===== config.mk =====
export PLATFORM = sky130hd
export DESIGN_NAME = ofm_psum_accumulator
export DESIGN_NICKNAME = d
export VERILOG_FILES = /design/src/rtl/cnn_pkg.sv /design/src/rtl/psum_tile_buf.sv /design/src/rtl/ofm_psum_accumulator.sv
export SDC_FILE = /design/constraint.sdc
export NUM_CORES = 1
export LEC_CHECK = 0
export ABC_AREA = 1
export CORE_ASPECT_RATIO = 1.75
export CORE_MARGIN = 10
export CORE_UTILIZATION = 32
export CTS_BUF_LIST = sky130_fd_sc_hd__clkbuf_4 sky130_fd_sc_hd__clkbuf_8
export DETAILED_ROUTE_END_ITERATION = 16
export GPL_TIMING_DRIVEN = 0
export PLACE_DENSITY = 0.44
export SLEW_MARGIN = 10
export SYNTH_ARGS = -nofsm -noshare
export SYNTH_HDL_FRONTEND = slang
export SYNTH_SLANG_ARGS = --single-unit
export TNS_END_PERCENT = 30

===== constraint.sdc =====
create_clock -name clk -period 7.3 [get_ports clk]
set_clock_uncertainty 0.2 [all_clocks]
set_input_delay 0.73 -clock clk [delete_from_list [all_inputs] [get_ports clk]]
set_output_delay 0.73 -clock clk [all_outputs]
set_load 0.05 [all_outputs]

===== src/rtl/cnn_pkg.sv =====
// Shared CNN datapath definitions: Q13 psum format limits, accumulator state
// encoding and the saturating narrow-back helper.
package cnn_pkg;

   localparam int PSUM_W = 16;
   localparam int Q_FRAC = 13;
   localparam int SUM_W  = PSUM_W + 2;

   localparam logic signed [PSUM_W-1:0] PSUM_MAX = 16'sh7FFF;
   localparam logic signed [PSUM_W-1:0] PSUM_MIN = 16'sh8000;

   typedef enum logic [1:0] {
      S_IDLE  = 2'd0,
      S_ACCUM = 2'd1,
      S_DRAIN = 2'd2,
      S_DONE  = 2'd3
   } state_e;

   // Clamp a guard-bit-extended sum back into the psum range.
   function automatic logic signed [PSUM_W-1:0] sat_add(input logic signed [SUM_W-1:0] sum);
      logic signed [PSUM_W-1:0] res;
      if (sum[SUM_W-1] && !(&sum[SUM_W-2:PSUM_W-1])) begin
         res = PSUM_MIN;
      end else if (!sum[SUM_W-1] && (|sum[SUM_W-2:PSUM_W-1])) begin
         res = PSUM_MAX;
      end else begin
         res = sum[PSUM_W-1:0];
      end
      return res;
   endfunction

endpackage


===== src/rtl/psum_tile_buf.sv =====
// Tile-local partial-sum store: register array with synchronous write and
// combinational read. Contents are intentionally not reset.
module psum_tile_buf
   import cnn_pkg::*;
#(
   parameter int DEPTH  = 64,
   parameter int ADDR_W = 6,
   parameter int WIDTH  = 16
) (
   input  logic              clk,
   input  logic              we_i,
   input  logic [ADDR_W-1:0] addr_i,
   input  logic [WIDTH-1:0]  wdata_i,
   output logic [WIDTH-1:0]  rdata_o
);

   logic [WIDTH-1:0] mem_q [DEPTH];

   // Write port.
   always_ff @(posedge clk) begin
      if (we_i) begin
         mem_q[addr_i] <= wdata_i;
      end
   end

   assign rdata_o = mem_q[addr_i];

endmodule


===== src/rtl/ofm_psum_accumulator.sv =====
// Accumulates column psums over input-channel passes in a tile buffer, then on
// the last pass adds bias, applies optional ReLU and streams the result out.
module ofm_psum_accumulator
   import cnn_pkg::*;
#(
   parameter int PSUM_WIDTH = 16,
   parameter int DEPTH      = 64,
   parameter int ADDR_W     = 6,
   parameter int PASS_W     = 8
) (
   input  logic                  clk,
   input  logic                  rst_n,
   input  logic                  start,
   input  logic [ADDR_W:0]       cfg_tile_len,
   input  logic [PASS_W-1:0]     cfg_num_pass,
   input  logic [PSUM_WIDTH-1:0] cfg_bias,
   input  logic                  cfg_relu_en,
   input  logic                  psum_valid,
   output logic                  psum_ready,
   input  logic [PSUM_WIDTH-1:0] psum_data,
   output logic                  ofm_valid,
   input  logic                  ofm_ready,
   output logic [PSUM_WIDTH-1:0] ofm_data,
   output logic                  busy,
   output logic                  done
);

   localparam int               EXT_W   = SUM_W - PSUM_WIDTH;
   localparam logic [ADDR_W:0]  DEPTH_L = (ADDR_W + 1)'(DEPTH);

   state_e                  state_q, state_d;
   logic [ADDR_W-1:0]       addr_q, addr_d;
   logic [PASS_W-1:0]       pass_q, pass_d;
   logic [PASS_W-1:0]       num_pass_q, num_pass_d;
   logic [ADDR_W:0]         tile_len_q, tile_len_d;
   logic [PSUM_WIDTH-1:0]   bias_q, bias_d;
   logic                    relu_q, relu_d;
   logic                    ofm_valid_q, ofm_valid_d;
   logic [PSUM_WIDTH-1:0]   ofm_data_q, ofm_data_d;
   logic                    busy_q, busy_d;
   logic                    done_q, done_d;

   logic                    last_pass_s, last_addr_s, rdy_s, beat_s, buf_we_s;
   logic [PSUM_WIDTH-1:0]   buf_rdata_s, buf_wdata_s, acc_s, sat3_s, result_s;
   logic signed [SUM_W-1:0] sum2_s, sum3_s;

   psum_tile_buf #(
      .DEPTH  (DEPTH),
      .ADDR_W (ADDR_W),
      .WIDTH  (PSUM_WIDTH)
   ) u_buf (
      .clk     (clk),
      .we_i    (buf_we_s),
      .addr_i  (addr_q),
      .wdata_i (buf_wdata_s),
      .rdata_o (buf_rdata_s)
   );

   // Beat acceptance; the last pass stalls only while a result is stuck downstream.
   always_comb begin
      last_pass_s = (pass_q == (num_pass_q - {{(PASS_W-1){1'b0}}, 1'b1}));
      last_addr_s = ({1'b0, addr_q} == (tile_len_q - {{ADDR_W{1'b0}}, 1'b1}));
      rdy_s       = (state_q == S_ACCUM) && (!last_pass_s || !ofm_valid_q || ofm_ready);
      beat_s      = psum_valid && rdy_s;
      buf_we_s    = beat_s && !last_pass_s;
   end

   // Datapath: a single saturation on the three-operand sum, ReLU after it.
   always_comb begin
      if (num_pass_q == {{(PASS_W-1){1'b0}}, 1'b1}) begin
         acc_s = {PSUM_WIDTH{1'b0}};
      end else begin
         acc_s = buf_rdata_s;
      end
      sum2_s = {{EXT_W{buf_rdata_s[PSUM_WIDTH-1]}}, buf_rdata_s}
             + {{EXT_W{psum_data[PSUM_WIDTH-1]}}, psum_data};
      sum3_s = {{EXT_W{acc_s[PSUM_WIDTH-1]}}, acc_s}
             + {{EXT_W{psum_data[PSUM_WIDTH-1]}}, psum_data}
             + {{EXT_W{bias_q[PSUM_WIDTH-1]}}, bias_q};
      sat3_s = sat_add(sum3_s);
      if (relu_q && sat3_s[PSUM_WIDTH-1]) begin
         result_s = {PSUM_WIDTH{1'b0}};
      end else begin
         result_s = sat3_s;
      end
      if (pass_q == {PASS_W{1'b0}}) begin
         buf_wdata_s = psum_data;
      end else begin
         buf_wdata_s = sat_add(sum2_s);
      end
   end

   // Next-state logic: FSM, config capture, counters and output register.
   always_comb begin
      state_d     = state_q;
      addr_d      = addr_q;
      pass_d      = pass_q;
      num_pass_d  = num_pass_q;
      tile_len_d  = tile_len_q;
      bias_d      = bias_q;
      relu_d      = relu_q;
      ofm_data_d  = ofm_data_q;
      ofm_valid_d = ofm_valid_q;

      case (state_q)
         S_IDLE: begin
            if (start) begin
               state_d = S_ACCUM;
               addr_d  = {ADDR_W{1'b0}};
               pass_d  = {PASS_W{1'b0}};
               bias_d  = cfg_bias;
               relu_d  = cfg_relu_en;
               if (cfg_tile_len == {(ADDR_W+1){1'b0}}) begin
                  tile_len_d = {{ADDR_W{1'b0}}, 1'b1};
               end else if (cfg_tile_len > DEPTH_L) begin
                  tile_len_d = DEPTH_L;
               end else begin
                  tile_len_d = cfg_tile_len;
               end
               if (cfg_num_pass == {PASS_W{1'b0}}) begin
                  num_pass_d = {{(PASS_W-1){1'b0}}, 1'b1};
               end else begin
                  num_pass_d = cfg_num_pass;
               end
            end else begin
               state_d = S_IDLE;
            end
         end
         S_ACCUM: begin
            if (beat_s && last_pass_s && last_addr_s) begin
               state_d = S_DRAIN;
            end else begin
               state_d = S_ACCUM;
            end
         end
         S_DRAIN: begin
            if (!ofm_valid_q || ofm_ready) begin
               state_d = S_DONE;
            end else begin
               state_d = S_DRAIN;
            end
         end
         S_DONE: begin
            state_d = S_IDLE;
         end
         default: begin
            state_d = S_IDLE;
         end
      endcase

      if (beat_s) begin
         if (last_addr_s) begin
            addr_d = {ADDR_W{1'b0}};
            pass_d = pass_q + {{(PASS_W-1){1'b0}}, 1'b1};
         end else begin
            addr_d = addr_q + {{(ADDR_W-1){1'b0}}, 1'b1};
         end
      end else begin
         addr_d = addr_d;
      end

      if (beat_s && last_pass_s) begin
         ofm_valid_d = 1'b1;
         ofm_data_d  = result_s;
      end else if (ofm_ready) begin
         ofm_valid_d = 1'b0;
      end else begin
         ofm_valid_d = ofm_valid_q;
      end

      busy_d = (state_d == S_ACCUM) || (state_d == S_DRAIN);
      done_d = (state_d == S_DONE);
   end

   // State register; buffer contents deliberately excluded from reset.
   always_ff @(posedge clk or negedge rst_n) begin
      if (!rst_n) begin
         state_q     <= S_IDLE;
         addr_q      <= {ADDR_W{1'b0}};
         pass_q      <= {PASS_W{1'b0}};
         num_pass_q  <= {{(PASS_W-1){1'b0}}, 1'b1};
         tile_len_q  <= {{ADDR_W{1'b0}}, 1'b1};
         bias_q      <= {PSUM_WIDTH{1'b0}};
         relu_q      <= 1'b0;
         ofm_valid_q <= 1'b0;
         ofm_data_q  <= {PSUM_WIDTH{1'b0}};
         busy_q      <= 1'b0;
         done_q      <= 1'b0;
      end else begin
         state_q     <= state_d;
         addr_q      <= addr_d;
         pass_q      <= pass_d;
         num_pass_q  <= num_pass_d;
         tile_len_q  <= tile_len_d;
         bias_q      <= bias_d;
         relu_q      <= relu_d;
         ofm_valid_q <= ofm_valid_d;
         ofm_data_q  <= ofm_data_d;
         busy_q      <= busy_d;
         done_q      <= done_d;
      end
   end

   assign psum_ready = rdy_s;
   assign ofm_valid  = ofm_valid_q;
   assign ofm_data   = ofm_data_q;
   assign busy       = busy_q;
   assign done       = done_q;

endmodule


Yosys cells after proc, flatten, opt, wreduce, memory -nomap -nowiden
Memories as Yosys holds them, arrays and structs flattened.
Index checks and enable logic that the tools add are counted.
- add/subtract/negate cells: 7
- $lt $le $gt $ge: 1
- eq/ne operators: 9
- multiplexer cells: 26
- reduce and logical (&&, ||, !) cells: 33
- operators by type and width (cell ; count):
    two-way mux 16 bit ; 7
    two-way mux 8 bit ; 5
    adder 16 x 16 -> 17 bit ; 2
    two-way mux 6 bit ; 4
    adder 17 x 16 -> 18 bit ; 1
    logical NOT 8 bit ; 2
    two-way mux 7 bit ; 2
    logical AND 1 bit ; 10
    adder 8 x 1 -> 8 bit, second input constant ; 1
    equality test 2 bit, second input constant ; 4
    equality test 8 x 1 -> 1 bit, second input constant ; 1
    equality test 8 bit ; 1
    case mux 2 bit (4 select lines) ; 1
    AND reduction 2 bit ; 4
    subtractor 8 x 1 -> 8 bit, second input constant ; 1
    equality test 6 x 7 -> 1 bit ; 1
    > comparator 7 bit, second input constant ; 1
    logical NOT 7 bit ; 1
    subtractor 7 x 1 -> 7 bit, second input constant ; 1
    adder 6 x 1 -> 6 bit, second input constant ; 1
    logical NOT 1 bit ; 6
    two-way mux 1 bit ; 6
    nonzero test 2 bit ; 3
    equality test 2 x 1 -> 1 bit, second input constant ; 2
    4 further kinds ; 8
- bits in registers: 67
- memory bits (writable): 1024
- input port bits: 53
- output and inout bits: 20
- word-level logic and storage cells: 88
- memories kept: 1
- memory list (name ; words ; bits a word ; rd ports ; clocked after Yosys merged registers in ; write ports ; line ; source):
    u_buf.mem_q ; 64 ; 16 ; 1 ; 0 ; 1 ; psum_tile_buf.sv:17 ; logic [WIDTH-1:0] mem_q [DEPTH];

Depth between registers and ports, before layout
Gate-level depths: netlist of run 1.
- word-level depth: 13
- gate-level depth with buffers: 33
- gate-level depth less buffers: 29

Cells and area by module
Synthesis of run 1 repeated with hierarchy kept, for this count alone.
- cell total of the unflattened synthesis: 5138
- area, all modules: 49383.6 um2
- modules (own cells, without submodules) (module ; times used ; cells an instance ; area each (um2) ; sequential area each (um2)):
    psum_tile_buf ; 1 ; 4240 ; 43249.0 ; 30749.5
    ofm_psum_accumulator ; 1 ; 898 ; 6134.6 ; 1679.1

Least setup slack after synthesis of run 1
OpenSTA, ideal clock, no wires.
- kind: flip-flop to flip-flop
- start: register addr_q[0]
- end: memory u_buf.mem_q[0][15], data pin
- setup time: 0.702 ns
- arrival: 5.384 ns
- required time: 6.398 ns
- setup slack: 1.015 ns
- stages on the path, launching flop included: 24
- path buffers: 3
- period minus slack after synthesis: 6.285 ns
- cells stage by stage: dfrtp_1 > buf_2 > inv_2 > nand3_2 > inv_2 > buf_2 > buf_2 > a22oi_1 > nand4_1 > nand2_1 > nand2_1 > nor2_1 > nand2_1 > ha_1 > fa_1 > nand2_1 > nand2_1 > o21ai_1 > o21ai_1 > nand3_1 > nand2_1 > nand2_1 > nand2_1 > o21ai_0
- cells in the longest elaborated chain, start to end: 7
- elaborated cells on any way between the ends: 11
- classes of those cells: add/sub (1); mux (3); reduce/logical (6); memory (1)
- ends and longest elaborated chain (element ; line ; source):
    from (decl) ; ofm_psum_accumulator.sv:32 ; logic [ADDR_W-1:0] addr_q, addr_d;
    from (signal assigned) ; ofm_psum_accumulator.sv:179 ; addr_q <= {ADDR_W{1'b0}};
    from (signal assigned) ; ofm_psum_accumulator.sv:191 ; addr_q <= addr_d;
    memory (64 x 16 bit) (*) ; -- ;
    adder 16 x 16 -> 17 bit (*) ; ofm_psum_accumulator.sv:76 ; + {{EXT_W{psum_data[PSUM_WIDTH-1]}}, psum_data};
    OR reduction 2 bit, or another cell as far along ; cnn_pkg.sv:24 ; end else if (!sum[SUM_W-1] && (|sum[SUM_W-2:PSUM_W-1])) begin
    logical AND 1 bit or logical NOT 1 bit (tied branches) ; cnn_pkg.sv:24, cnn_pkg.sv:22 ;
    two-way mux 16 bit or logical AND 1 bit (tied branches) ; cnn_pkg.sv:24, cnn_pkg.sv:22 ;
    two-way mux 16 bit (*) ; cnn_pkg.sv:22 ; if (sum[SUM_W-1] && !(&sum[SUM_W-2:PSUM_W-1])) begin
    two-way mux 16 bit (*) ; ofm_psum_accumulator.sv:86 ; if (pass_q == {PASS_W{1'b0}}) begin
    named net buf_wdata_s[15] ; ofm_psum_accumulator.sv:44 ; logic [PSUM_WIDTH-1:0] buf_rdata_s, buf_wdata_s, acc_s, sat3_s, result_s;
    to (decl) ; psum_tile_buf.sv:17 ;
Mark *: on every way through the listed nets, which the timed path passes. The rest lies on a longest branch.

Final worst setup path of run 1
- start: register addr_q[1]
- end: memory u_buf.mem_q[53][11], data pin
The elaborated chain is that of the path after synthesis.

==> impl_metrics.json, run 1 <==
{
  "cts_tree": "yes",
  "drive_above_1_share_pct": 13.97,
  "period_share_pct": 98.65,
  "synth_top_family_by_area": "simple AND/OR/NAND/NOR gates",
  "clock_path_buffers": 3,
  "yosys.area_share.adder_pct": 1.919,
  "multiInputGateArea_sq_um": 10990,
  "dpl.hpwl_mm": 136.3,
  "setup_viol": 0,
  "critPathRequiredTime_ps": 7630,
  "yosysTopAreaCellShare_pct": 69.55,
  "synthFlopType": "edfxtp_1",
  "maxSlewViolCount": 0,
  "seqCellArea_sq_um": 32430,
  "via_per_inst": 5.326,
  "placementRows": 180,
  "dr.pass1.iters": 7,
  "status": "finished, final reports clean",
  "io_buffers": 72,
  "placed_area_sq_um": 48940,
  "worst_pin_slew_ps": 1299,
  "synthMuxAreaShare_pct": 0,
  "num_vias": 30974,
  "grt_pass1_wl_mm": 262.9,
  "min_path_type": "in2reg",
  "relSlewSlack_pct": 13.40,
  "setup.worst_path.end_class": "flip-flop",
  "area_growth_pct": 17.73,
  "hold_viol": 0,
  "grt.total_usage_pct": 25.43,
  "io_pins": 73,
  "initial_core_util_pct": 32.18,
  "routabilityCongestion": 0.9019,
  "yosysWarnings": 0,
  "fin_crit_ps": 7202,
  "syn_area_per_cell_sq_um": 12.43,
  "die_w_um": 301.0,
  "fp.dieH_um": 511.7,
  "postRouteWirelength_mm": 199.7,
  "yosys.cell_count.top_type": "nand2_1",
  "antenna_found_initial": 13,
  "grt_pass1_vias": 29812,
  "drt_iter0_markers": 2924,
  "rrSetupSlack_ps": 100,
  "final_net_count": 3978,
  "syn_inst": 3556,
  "finalSetupTns_ps": 0,
  "yosys.area_share.simple_pct": 15.96,
  "synth_xor_area_share_pct": 0.6934,
  "grt_overflow": 0,
  "grt_max_degree": 65,
  "yosysTopAreaCell": "edfxtp_1",
  "fmax_ghz": 0.1389,
  "cts_sinks": 1091,
  "drc": 0,
  "final_cell_area_sq_um": 52050,
  "ys_seq_area_share_pct": 73.35,
  "clk_pin_slew_ps": 70,
  "synth_common_cells": "nand2_1 (1213), edfxtp_1 (1024), nor2_1 (174), nand4_1 (147)",
  "synth_edf_count": 1024,
  "ys_ff_latch": 1091,
  "cts.root.buffer_cell": "clkbuf_8",
  "async_reset_ff_share_pct": 6.141,
  "rsz0062_at_grt": "no",
  "syn_nets": 3666,
  "fill_cells": 13400,
  "start_kind": "flip-flop",
  "synth_compound_area_share_pct": 5.278,
  "coreArea_sq_um": 137400,
  "cts_max_level": 4,
  "avgRoutedWirePerCell_um": 34.34,
  "critPathArrivalTime_ps": 7530,
  "worstSetupPathType": "reg2reg",
  "max_cap_violations": 0,
  "die-area_sq_um": 154000,
  "clock_latency_ps": 890,
  "synth_area_leaders": "edfxtp_1 (70%), nand2_1 (10%), dfrtp_1 (3.7%), a22oi_1 (2.4%), nand4_1 (2.1%)",
  "cts_inserted_buffers": 157,
  "postRouteAntennaNets": 0,
  "synthesis.area_sq_um": 44210,
  "synth_cell_type_count": 42,
  "cp_max_fo": 40
}
## layout by cell type (no fill, tap or decap), types with 10 or more instances in the layout
master and count:
nor2_4 14, buf_2 96, o21ai_1 36, buf_4 10
clkbuf_4 64, nor2_1 109, xnor2_1 12, clkbuf_8 159
fa_1 18, buf_8 51, nand2_1 1198, nor2_2 54
edfxtp_1 1024, nand3_1 143, clkbuf_1 18, ha_1 39
clkinv_1 32, o21ai_0 102, clkbuf_2 18, xor2_1 23
clkdlybuf4s50_1 71, buf_16 12, a21oi_1 65, nand4_1 147
dfrtp_1 65, inv_1 143, a22oi_1 141
## through the flow
stage	util [%]	setup WS, ps	hold slack [ps]	instances
finish	37.89	98.38	201.8	5816
global route	37.87	73.62	204.3	5808
CTS	37.83	155.7	153.7	5807
detailed placement	35.62	249.2	266.4	5526
global placement	34.36	-7749	262.2	5448
floorplan	-	1015	234.4	3556
## timing repair
action,in CTS,in global routing
endpoints found under the hold margin,66,0
gates resized for setup,0,7
endpoints found under the setup margin,0,318
buffers inserted,0,0
hold buffers,3,0
## sequential cells by signal, indices dropped and copies added (netlist names)
signal	count
u_buf.mem_q	1024
bias_q	16
ofm_data	16
num_pass_q	8
pass_q	8
tile_len_q	7
addr_q	6
state_q	2
busy	1
done	1
ofm_valid	1
relu_q	1
## layout make-up
class | count | area share, %
Sequential cell | 1091 | 62.30
Multi-Input combinational cell | 2174 | 21.12
Clock buffer | 223 | 5.128
Tap cell | 1820 | 4.375
Timing Repair Buffer | 153 | 3.957
Buffer | 138 | 1.320
Inverter | 153 | 1.103
Clock inverter | 55 | 0.6539
Antenna cell | 9 | 0.04327
## cell families (layout without fill, tap and decap cells)
kind of cell / count (synthesis) / in the layout
flip-flops: 1091 / 1091
XOR/XNOR: 35 / 35
AND/OR/NAND/NOR: 1705 / 1705
AO/OA/AOI/OAI: 377 / 377
adder cells (fa/ha/maj): 57 / 57
buffers and inverters: 291 / 722
other: 0 / 9
## worst max-delay path, cell delays in order (launching register included)
cell	delay (ps)
dfrtp_1	480
inv_2	120
nand3_2	430
inv_2	150
buf_2	320
buf_2	450
nand2_1	140
nand3_1	90
o21ai_0	590
nand2_1	260
nor2_1	550
nand2_1	120
ha_1	360
nand2_1	120
inv_1	150
nand3_1	90
o21ai_1	420
nand3_1	170
nand3_1	100
nand2_1	140
nand2_1	330
buf_4	270
nand2_1	70
nand2_1	100
nand2_4	210
buf_16	260
## worst paths after layout
path,cells after the start,to,startpoint
setup / recovery,25,u_buf.mem_q[53][11]$_DFFE_PP_,addr_q[1]$_DFFE_PN0P_
hold / removal,3,bias_q[6]$_DFFE_PN0P_,cfg_bias[6]
hold reg to reg,2,ofm_data[2]$_DFFE_PN0P_,ofm_data[2]$_DFFE_PN0P_
setup reg to reg,25,u_buf.mem_q[53][11]$_DFFE_PP_,addr_q[1]$_DFFE_PN0P_
max in group asynchronous,4,pass_q[1]$_DFF_PN0_,rst_n
min in group asynchronous,3,pass_q[5]$_DFF_PN0_,rst_n
## per-layer routing
layer | part of all wire (%) | global-route usage (%)
met1 | 33 | 26.40
met2 | 50 | 44.37
met3 | 6.7 | 4.703
met4 | 9.5 | 20.35
met5 | 0.055 | 0
Power of run 1 is not shown: default switching activity piles up to over one toggle a cycle in this logic, so the estimate is an artifact.
==> run 2: changes to the inputs <==
- SLEW_MARGIN: 10 -> not set
==> run 2 against run 1 <==
  * Utilization increased by 0.27 points
  * Design area increased by 0.72%
  * Sequential share of layout area shrank 0.44 points
  * Die area did not move
  * Count of clock-buffer cells in the layout is 4 lower
  * Critical path depth increased by 2
  * First-iteration DRC count increased by 3.3%
  * Critical path type unchanged
==> impl_metrics.json, run 2 (synthesis results as in run 1) <==
{
  "status": "finished, final reports clean",
  "cts_tree": "yes",
  "die_w_um": 301.0,
  "fp.dieH_um": 511.7,
  "coreArea_sq_um": 137400,
  "grt_pass1_wl_mm": 264.3,
  "start_kind": "flip-flop",
  "largest_register_ffs": 1024,
  "die-area_sq_um": 154000,
  "dp.cells": 5539,
  "cp_common_cell": "nand2_1",
  "dpl.hpwl_mm": 138.0,
  "area_growth_pct": 18.57,
  "slowest_delay_ps": 760,
  "grt_pass1_vias": 29990,
  "clock_latency_ps": 910,
  "post_cts_buffers": 0,
  "fill_cells": 13290,
  "avgRoutedWirePerCell_um": 34.41,
  "critPathArrivalTime_ps": 7590,
  "setup.worst_path.end_class": "flip-flop",
  "cts_sinks": 1091,
  "cts_inserted_buffers": 159,
  "postRouteAntennaNets": 0,
  "clock_path_buffers": 3,
  "io_buffers": 72,
  "drive_above_1_share_pct": 14.04,
  "num_vias": 31115,
  "postRouteWirelength_mm": 200.5,
  "worstSetupPathType": "reg2reg",
  "crit_slowest_cell": "o21ai_0",
  "cts_max_level": 4,
  "seqCellArea_sq_um": 32430,
  "worst_pin_slew_ps": 1422,
  "placementRows": 180,
  "grt_max_degree": 65,
  "final_common_cell": "nand2_1",
  "dr.pass1.iters": 5,
  "antenna_found_initial": 14,
  "period_share_pct": 98.49,
  "rsz0062_at_grt": "no",
  "fmax_ghz": 0.1391,
  "fin_ws_ps": 110.5,
  "critPathRequiredTime_ps": 7700,
  "relSlewSlack_pct": 4.172,
  "multiInputGateArea_sq_um": 10880,
  "max_cap_violations": 0,
  "finalSetupTns_ps": 0,
  "fin_crit_ps": 7189,
  "grt_overflow": 0,
  "top_register": "u_buf.mem_q",
  "mostFrequentLayoutCells": "nand2_1 (1198), edfxtp_1 (1024), clkbuf_8 (166)",
  "setup_viol": 0,
  "final_net_count": 3992,
  "clk_pin_slew_ps": 70,
  "dp_slack_ps": 43.75,
  "grt.total_usage_pct": 25.55,
  "initial_core_util_pct": 32.18,
  "maxSlewViolCount": 0,
  "fin_cells": 5827,
  "cts.root.buffer_cell": "clkbuf_8",
  "drt_iter0_markers": 3020,
  "drc": 0,
  "via_per_inst": 5.340,
  "min_path_type": "in2async",
  "hold_viol": 0,
  "routabilityCongestion": 0.9019,
  "io_pins": 73,
  "cp_max_fo": 36
}
[run 2: changes by cell type in the layout (fill, tap and decap cells not counted), moves of 3 or more]
cell      change
buf_16       +24
buf_8        -15
clkbuf_4     -10
clkbuf_8      +7
clkinv_1      +3
nand2_2       +4
nor2_2       +13
nor2_4       -13
[run 2: path summary, 6_finish.rpt]
path                                              start                      endpoint  slack [ps]  cells after the start
worst max register to register    addr_q[0]$_DFFE_PN0P_  u_buf.mem_q[49][5]$_DFFE_PP_         110                     27
min in group clk                            cfg_bias[5]         bias_q[5]$_DFFE_PN0P_         170                      3
worst max-delay path              addr_q[0]$_DFFE_PN0P_  u_buf.mem_q[49][5]$_DFFE_PP_         110                     27
max in group asynchronous                         rst_n           pass_q[6]$_DFF_PN0_        5870                      3
worst min-delay path                              rst_n     num_pass_q[0]$_DFFE_PN1P_         160                      2
worst min register to register  ofm_data[2]$_DFFE_PN0P_       ofm_data[2]$_DFFE_PN0P_         280                      2
[run 2: cell type report]
| cell class | count | area share [%] |
|---|---|---|
| flip-flops and latches | 1091 | 61.86 |
| multi-input cells | 2174 | 20.75 |
| clock buffers | 219 | 5.117 |
| repair buffers | 165 | 4.836 |
| well taps | 1820 | 4.344 |
| plain buffers | 138 | 1.310 |
| inverters | 153 | 1.096 |
| clock inverters | 56 | 0.6373 |
| diodes | 11 | 0.05251 |
[run 2: per-stage QoR]
step	instance area (sq um)	utilization, %	hold slack, ps
detailed placement	49320	35.90	266.4
floorplan	44210	-	234.4
CTS	52360	38.11	123.8
finish	52420	38.16	156.6
global route	52400	38.14	149.6
global placement	47210	34.36	262.2
[run 2: per-layer routing]
layer | wire (um) | GRT usage (%) | part of all wire [%]
met1 | 66390 | 26.18 | 33
met2 | 101000 | 44.38 | 50
met3 | 13210 | 4.555 | 6.6
met4 | 19800 | 22.04 | 9.9
met5 | 43 | 0 | 0.021
[run 2: timing repair]
item,4_1_cts,5_1_grt
gates resized for setup,0,8
endpoints found under the setup margin,0,443
hold buffers,2,0
endpoints found under the hold margin,66,0
[run 2: critical path: cells and delay by family, from the launching register on]
family	cells	cell delay, ps
AOI/OAI and AO/OA	4	1330
and+or+nand+nor	15	2630
buffers and inverters	7	1870
adders and majority gates	1	420
DFF	1	350
Power of run 2 is left out for the same reason.
